File: config.mk
export PLATFORM = sky130hd
export DESIGN_NAME = mem_access_stage_flat
export DESIGN_NICKNAME = d
export VERILOG_FILES = /design/src/rtl/mem_access_stage_if.sv /design/src/rtl/mem_access_stage.sv /design/src/flat_wrapper.sv
export SDC_FILE = /design/constraint.sdc
export NUM_CORES = 1
export LEC_CHECK = 0
export CORE_ASPECT_RATIO = 0.8
export CORE_UTILIZATION = 40
export CTS_CLUSTER_SIZE = 30
export DETAILED_ROUTE_END_ITERATION = 16
export PLACE_DENSITY_LB_ADDON = 0.12
export SYNTH_ARGS = -nofsm -noshare
export SYNTH_HDL_FRONTEND = slang
export SYNTH_SLANG_ARGS = --single-unit
File: constraint.sdc
create_clock -name clk -period 2.35 [get_ports clk]
set_clock_uncertainty 0.15 [all_clocks]
set_input_delay 0.3525 -clock clk [delete_from_list [all_inputs] [get_ports clk]]
set_output_delay 0.3525 -clock clk [all_outputs]
set_load 0.02 [all_outputs]
File: src/rtl/mem_access_stage_if.sv
// Data-memory req/ack bus between the MEM stage and the data memory.
// master: req, we, addr, wdata, be out; rdata, ack in.
interface mem_access_stage_if;
  logic        req;
  logic        we;
  logic [31:0] addr;
  logic [31:0] wdata;
  logic [3:0]  be;
  logic [31:0] rdata;
  logic        ack;

  modport master (
    output req, we, addr, wdata, be,
    input  rdata, ack
  );

  modport slave (
    input  req, we, addr, wdata, be,
    output rdata, ack
  );
endinterface

File: src/rtl/mem_access_stage.sv
// RV32I MEM stage: EXE bundle in, registered MEM->WB bundle out.
// Ports: clk/rst, exe_* bundle, stall, mem_* bundle, dmem bus (master).
module mem_access_stage (
  input  logic        clk,
  input  logic        rst,
  input  logic        exe_valid,
  input  logic [31:0] exe_result,
  input  logic [31:0] exe_rs2,
  input  logic [4:0]  exe_rd,
  input  logic        exe_Wmem,
  input  logic        exe_Rmem,
  input  logic        exe_Wreg,
  input  logic [2:0]  exe_func3,
  output logic        stall,
  output logic        mem_valid,
  output logic [4:0]  mem_rd,
  output logic [31:0] mem_result,
  output logic        mem_Wreg,
  output logic        mem_Rmem,
  output logic        mem_fault,
  mem_access_stage_if.master dmem
);

  typedef enum logic {
    IDLE = 1'b0,
    BUSY = 1'b1
  } state_t;

  state_t      state;

  logic [31:0] a_addr;
  logic [31:0] a_wdata;
  logic [3:0]  a_be;
  logic        a_we;
  logic [4:0]  a_rd;
  logic [2:0]  a_f3;
  logic        a_wreg;

  logic        is_mem;
  logic        ld_ok;
  logic        st_ok;
  logic        align_ok;
  logic        legal;
  logic [31:0] st_wdata;
  logic [3:0]  st_be;

  logic [7:0]  ld_byte;
  logic [15:0] ld_half;
  logic [31:0] ld_data;

  logic        busy;

  assign busy  = (state == BUSY);
  assign stall = busy;

  // Bus is quiet outside BUSY.
  assign dmem.req   = busy;
  assign dmem.we    = busy & a_we;
  assign dmem.addr  = busy ? {a_addr[31:2], 2'b00} : 32'h0;
  assign dmem.wdata = busy ? a_wdata : 32'h0;
  assign dmem.be    = busy ? a_be : 4'h0;

  assign is_mem = exe_Wmem | exe_Rmem;

  always_comb begin
    ld_ok    = 1'b0;
    st_ok    = 1'b0;
    align_ok = 1'b1;
    case (exe_func3)
      3'b000: begin ld_ok = 1'b1; st_ok = 1'b1; end
      3'b001: begin ld_ok = 1'b1; st_ok = 1'b1; end
      3'b010: begin ld_ok = 1'b1; st_ok = 1'b1; end
      3'b100: ld_ok = 1'b1;
      3'b101: ld_ok = 1'b1;
      default: begin ld_ok = 1'b0; st_ok = 1'b0; end
    endcase
    case (exe_func3[1:0])
      2'b01:   align_ok = ~exe_result[0];
      2'b10:   align_ok = (exe_result[1:0] == 2'b00);
      default: align_ok = 1'b1;
    endcase
    legal = (exe_Wmem ^ exe_Rmem)
          & (exe_Rmem ? ld_ok : st_ok)
          & align_ok;
  end

  // Store lanes: replicate data so the enabled lanes carry it.
  always_comb begin
    st_wdata = exe_rs2;
    st_be    = 4'b1111;
    case (exe_func3[1:0])
      2'b00: begin
        st_wdata = {4{exe_rs2[7:0]}};
        st_be    = 4'b0001 << exe_result[1:0];
      end
      2'b01: begin
        st_wdata = {2{exe_rs2[15:0]}};
        st_be    = exe_result[1] ? 4'b1100 : 4'b0011;
      end
      default: begin
        st_wdata = exe_rs2;
        st_be    = 4'b1111;
      end
    endcase
  end

  // Load lane select and extension.
  always_comb begin
    ld_byte = dmem.rdata[7:0];
    case (a_addr[1:0])
      2'b00: ld_byte = dmem.rdata[7:0];
      2'b01: ld_byte = dmem.rdata[15:8];
      2'b10: ld_byte = dmem.rdata[23:16];
      2'b11: ld_byte = dmem.rdata[31:24];
      default: ld_byte = dmem.rdata[7:0];
    endcase
    ld_half = a_addr[1] ? dmem.rdata[31:16]
                        : dmem.rdata[15:0];
    ld_data = dmem.rdata;
    case (a_f3)
      3'b000: ld_data = {{24{ld_byte[7]}}, ld_byte};
      3'b100: ld_data = {24'h0, ld_byte};
      3'b001: ld_data = {{16{ld_half[15]}}, ld_half};
      3'b101: ld_data = {16'h0, ld_half};
      default: ld_data = dmem.rdata;
    endcase
  end

  always_ff @(posedge clk) begin
    if (rst) begin
      state      <= IDLE;
      mem_valid  <= 1'b0;
      mem_rd     <= 5'h0;
      mem_result <= 32'h0;
      mem_Wreg   <= 1'b0;
      mem_Rmem   <= 1'b0;
      mem_fault  <= 1'b0;
      a_addr     <= 32'h0;
      a_wdata    <= 32'h0;
      a_be       <= 4'h0;
      a_we       <= 1'b0;
      a_rd       <= 5'h0;
      a_f3       <= 3'h0;
      a_wreg     <= 1'b0;
    end else begin
      // MEM bundle is a single-cycle pulse; idle is all zero.
      mem_valid  <= 1'b0;
      mem_rd     <= 5'h0;
      mem_result <= 32'h0;
      mem_Wreg   <= 1'b0;
      mem_Rmem   <= 1'b0;
      mem_fault  <= 1'b0;
      case (state)
        IDLE: begin
          if (exe_valid) begin
            if (!is_mem) begin
              mem_valid  <= 1'b1;
              mem_rd     <= exe_rd;
              mem_result <= exe_result;
              mem_Wreg   <= exe_Wreg;
            end else if (!legal) begin
              mem_valid  <= 1'b1;
              mem_fault  <= 1'b1;
              mem_rd     <= exe_rd;
              mem_result <= exe_result;
            end else begin
              a_addr  <= exe_result;
              a_wdata <= exe_Wmem ? st_wdata : 32'h0;
              a_be    <= exe_Wmem ? st_be : 4'b1111;
              a_we    <= exe_Wmem;
              a_rd    <= exe_rd;
              a_f3    <= exe_func3;
              a_wreg  <= exe_Wreg;
              state   <= BUSY;
            end
          end
        end
        BUSY: begin
          if (dmem.ack) begin
            state     <= IDLE;
            mem_valid <= 1'b1;
            mem_rd    <= a_rd;
            if (a_we) begin
              mem_result <= a_addr;
            end else begin
              mem_result <= ld_data;
              mem_Rmem   <= 1'b1;
              mem_Wreg   <= a_wreg;
            end
          end
        end
        default: state <= IDLE;
      endcase
    end
  end

endmodule

File: src/flat_wrapper.sv
// flat-port wrapper written by rule: the top's interface ports become plain ports
module mem_access_stage_flat 
  (clk, rst, exe_valid, exe_result, exe_rs2, exe_rd, exe_Wmem, exe_Rmem, exe_Wreg, exe_func3, stall, mem_valid, mem_rd, mem_result, mem_Wreg, mem_Rmem, mem_fault, dmem_req, dmem_we, dmem_addr, dmem_wdata, dmem_be, dmem_rdata, dmem_ack);
  mem_access_stage_if dmem_i ();
  input  logic clk;
  input  logic rst;
  input  logic exe_valid;
  input  logic [31:0] exe_result;
  input  logic [31:0] exe_rs2;
  input  logic [4:0] exe_rd;
  input  logic exe_Wmem;
  input  logic exe_Rmem;
  input  logic exe_Wreg;
  input  logic [2:0] exe_func3;
  output logic stall;
  output logic mem_valid;
  output logic [4:0] mem_rd;
  output logic [31:0] mem_result;
  output logic mem_Wreg;
  output logic mem_Rmem;
  output logic mem_fault;
  output wire logic [$bits(dmem_i.req)-1:0] dmem_req;
  output wire logic [$bits(dmem_i.we)-1:0] dmem_we;
  output wire logic [$bits(dmem_i.addr)-1:0] dmem_addr;
  output wire logic [$bits(dmem_i.wdata)-1:0] dmem_wdata;
  output wire logic [$bits(dmem_i.be)-1:0] dmem_be;
  input wire logic [$bits(dmem_i.rdata)-1:0] dmem_rdata;
  input wire logic [$bits(dmem_i.ack)-1:0] dmem_ack;
  assign dmem_req = dmem_i.req;
  assign dmem_we = dmem_i.we;
  assign dmem_addr = dmem_i.addr;
  assign dmem_wdata = dmem_i.wdata;
  assign dmem_be = dmem_i.be;
  assign dmem_i.rdata = dmem_rdata;
  assign dmem_i.ack = dmem_ack;
  mem_access_stage u_core (.clk(clk), .rst(rst), .exe_valid(exe_valid), .exe_result(exe_result), .exe_rs2(exe_rs2), .exe_rd(exe_rd), .exe_Wmem(exe_Wmem), .exe_Rmem(exe_Rmem), .exe_Wreg(exe_Wreg), .exe_func3(exe_func3), .stall(stall), .mem_valid(mem_valid), .mem_rd(mem_rd), .mem_result(mem_result), .mem_Wreg(mem_Wreg), .mem_Rmem(mem_Rmem), .mem_fault(mem_fault), .dmem(dmem_i));
endmodule
==> metrics.txt <==
CP delay by family, top buffers and inverters; Max-cap violations 0; ranking of synthesized cells by area dfxtp_1 41%, nand2_1 12%, and2_1 7.3%; final setup fails 0; post-synth top area share between 40% and 50%; status complete, no violations; fin. max-slew vios 0; Final ANT Viol Nets 0; critical path arrival approximately 1.8 ns; Initial Util between 40% and 50%; CP max-delay cell clkdlybuf4s50_1; FF-to-FF path depth 6; WHS Path Cells 3; Max Fclk about 430 MHz; Detailed Routing Iterations Pass 1 5; I/O Buffers 220; antenna violations before repair 1; ys async rst share 0%; DRC viols 0; Final HPWL DP ~15000 um; Syn Inst Count ~740; Top FF cell, synth dfxtp_1; worst-margin pin slew around 0.55 ns; maximum VDD drop 0.000595 V; Hold Crit Class in2reg; row cnt 39; Sw Ratio between 20 and 25%; CTS tree done; setup TNS 0 ns; CP Launch Type flop; Hold Path Sink u_core.mem_fault; Post-synth top cells 184 x nand2_1, 120 x dfxtp_1, 83 x a21oi_1, 68 x and2_1, 43 x clkbuf_1; vias in the first global route between 5000 and 6000; worst skew pair latency 0.42 ns; critical path type reg2out; final hold vios 0; Root Driver clkbuf_16; crit share post-route a little over nine tenths; Num CTS Buffers 17; critical path, cell by cell buf_4 -> and2_1 -> clkdlybuf4s50_1; Yosys reg bits 120; HP Start rst; Max-slew headroom between 60% and 70%; full die area ~15000 sq um; Tot GR Track Use between 20% and 30%; WL per Instance roughly 18 um; CTS Buffer Depth 2; mapped cell area a little under 6000 sq um; largest net degree at the start of global routing 52; most numerous cell in the Yosys netlist nand2_1; Layout Nets approximately 1100; initial DRC count 505; buffer and inverter count on the worst path 2; clk sink count 120; Syn Area/Cell between 7 and 8 sq um; die width about 140 um; min Tclk post-route 2.31 ns; RR Endpoint u_core.mem_result[15]; P_leak between 3 and 4 nW; WP data required approximately 1.9 ns; P per Cell Area ~620 nW/um^2; Seq pwr share about two fifths; total power draw 5.60 mW; Reg-to-Reg Start u_core.a_addr[1]; clock transition at the registers of the reported paths 0.06 ns; # H-tree levels 4; via/cell ratio about 5.3; Ys Warns 0; crit end category output pin; sequential fraction of the synthesis area 41.3%; Crit path largest cell delay 0.62 ns; Netlist cell types 40; total wire length roughly 20000 um; combinational share of power around 15%; Switch Pwr between 1 and 1.5 mW; first-pass GRT wire length between 30000 and 40000 um; DR vias approximately 6000; clock share of power 47.0%; core area about 14000 sq um; grt ovf 0; GP Congestion 0.880; area grow syn2layout 56.1%; critical path peak fanout 15; IO Count between 200 and 250; Internal 4.21 mW; Die Span Y about 110 um; share of cells above drive strength 1 10.3%; EDFF count, synth 0; Ant. Diodes 0; R2R Setup Slk 0.24 ns; dominant cell type by area after synthesis dfxtp_1; # hold bufs at CTS 0
## how the worst max path moves through the flow
stage	cells after the start	to	start	slack, ns
global placement	8	u_core.mem_result[3]	exe_func3[0]	-0.24
detailed placement	8	u_core.mem_result[3]	exe_func3[1]	-0.30
floorplan	9	u_core.a_be[1]	exe_Wmem	0.04
finish	3	dmem_wdata[12]	u_core.dmem.req	0.04
CTS	3	dmem_addr[29]	u_core.dmem.req	0.0002
global route	3	dmem_wdata[12]	u_core.dmem.req	-0.02
## logic make-up (layout without fill, tap and decap cells)
logic type / count (synthesis) / after routing / share of synthesized area [%]
flops: 120 / 120 / 41.3
mux: 16 / 16 / 3.36
compound gates: 186 / 186 / 21.9
buf+inv: 74 / 306 / 5.44
other cells: 1 / 2 / 0.0645
fa+ha+maj: 4 / 4 / 0.861
simple gates: 337 / 337 / 27.0
## power groups by stage
stage	Combinational (mW)	Sequential (mW)	Clock [mW]
floorplan	0.325	2.22	0
global placement	0.802	2.18	0
detailed placement	0.811	2.18	0
CTS	0.816	2.14	2.66
global route	0.881	2.15	2.78
finish	0.826	2.14	2.64
## timing repair
item	4_1_cts	5_1_grt
gates resized for setup	11	23
buffers inserted	0	2
hold endpoints to repair	0	0
setup endpoints to repair	55	55
pin swaps	0	0
## routing by layer
metal / part of all wire (%) / track usage, % / up-vias
li1: - / - / 2973
met1: 46 / 38.8 / 2883
met2: 44 / 38.4 / 275
met3: 8.8 / 7.01 / 19
met4: 1.2 / 8.16 / 0
met5: 0 / 0 / -
## cell usage in the layout, fill, tap and decap left out, types with 3 or more instances in the layout
cell type,Yosys,final
clkdlybuf4s50_1,0,189
nand2_1,184,184
dfxtp_1,120,118
a21oi_1,83,83
and2_1,68,68
buf_4,6,35
nand3_1,34,34
nand2b_1,28,28
a32o_1,23,23
a22o_1,21,21
dlymetal6s2s_1,0,21
clkbuf_16,0,17
o21ai_0,15,15
nor2_1,13,13
inv_1,9,9
dlygate4sd2_1,0,9
a22oi_1,8,8
mux2_2,8,8
buf_12,0,8
o22ai_1,7,7
mux2i_1,6,6
clkinv_2,0,6
nor2b_1,5,4
a211oi_1,4,4
a21o_1,3,3
a221oi_1,3,3
a31oi_1,4,3
a221o_1,3,3
ha_1,4,3
bufinv_16,0,3
## final cells by class
class                           count  area (sq um)
Fill cell                        1201          5170
Multi-Input combinational cell    545          3130
Timing Repair Buffer              264          2670
Sequential cell                   120          2410
Clock buffer                       19           443
Tap cell                          184           230
Clock inverter                     13           153
Inverter                           10          37.5
## registers in the layout, indices dropped and copies added (netlist names), 3 cells and up
register / cells
u_core.mem_result: 32
u_core.a_addr: 32
u_core.a_wdata: 32
u_core.a_f3: 3
u_core.a_rd: 5
u_core.a_be: 4
u_core.mem_rd: 5
## stage by stage
stage	utilization, %	cell area (sq um)	hold WS [ns]	worst slack (ns)	std cells
6_report	63.7	9070	0.193	0.0362	1155
5_1_grt	63.7	9070	0.220	-0.0199	1155
4_1_cts	63.2	9000	0.180	0.000182	1153
3_5_place_dp	59.0	8410	0.291	-0.297	1121
3_3_place_gp	59.0	8410	0.285	-0.238	1121
2_1_floorplan	-	5830	0.275	0.0443	739
## worst min-delay path: stages
cell and delay [ns]:
buf_2 0.13, or2_2 0.16, a211oi_1 0.06
Note: power is estimated with default switching activity, not from simulation.
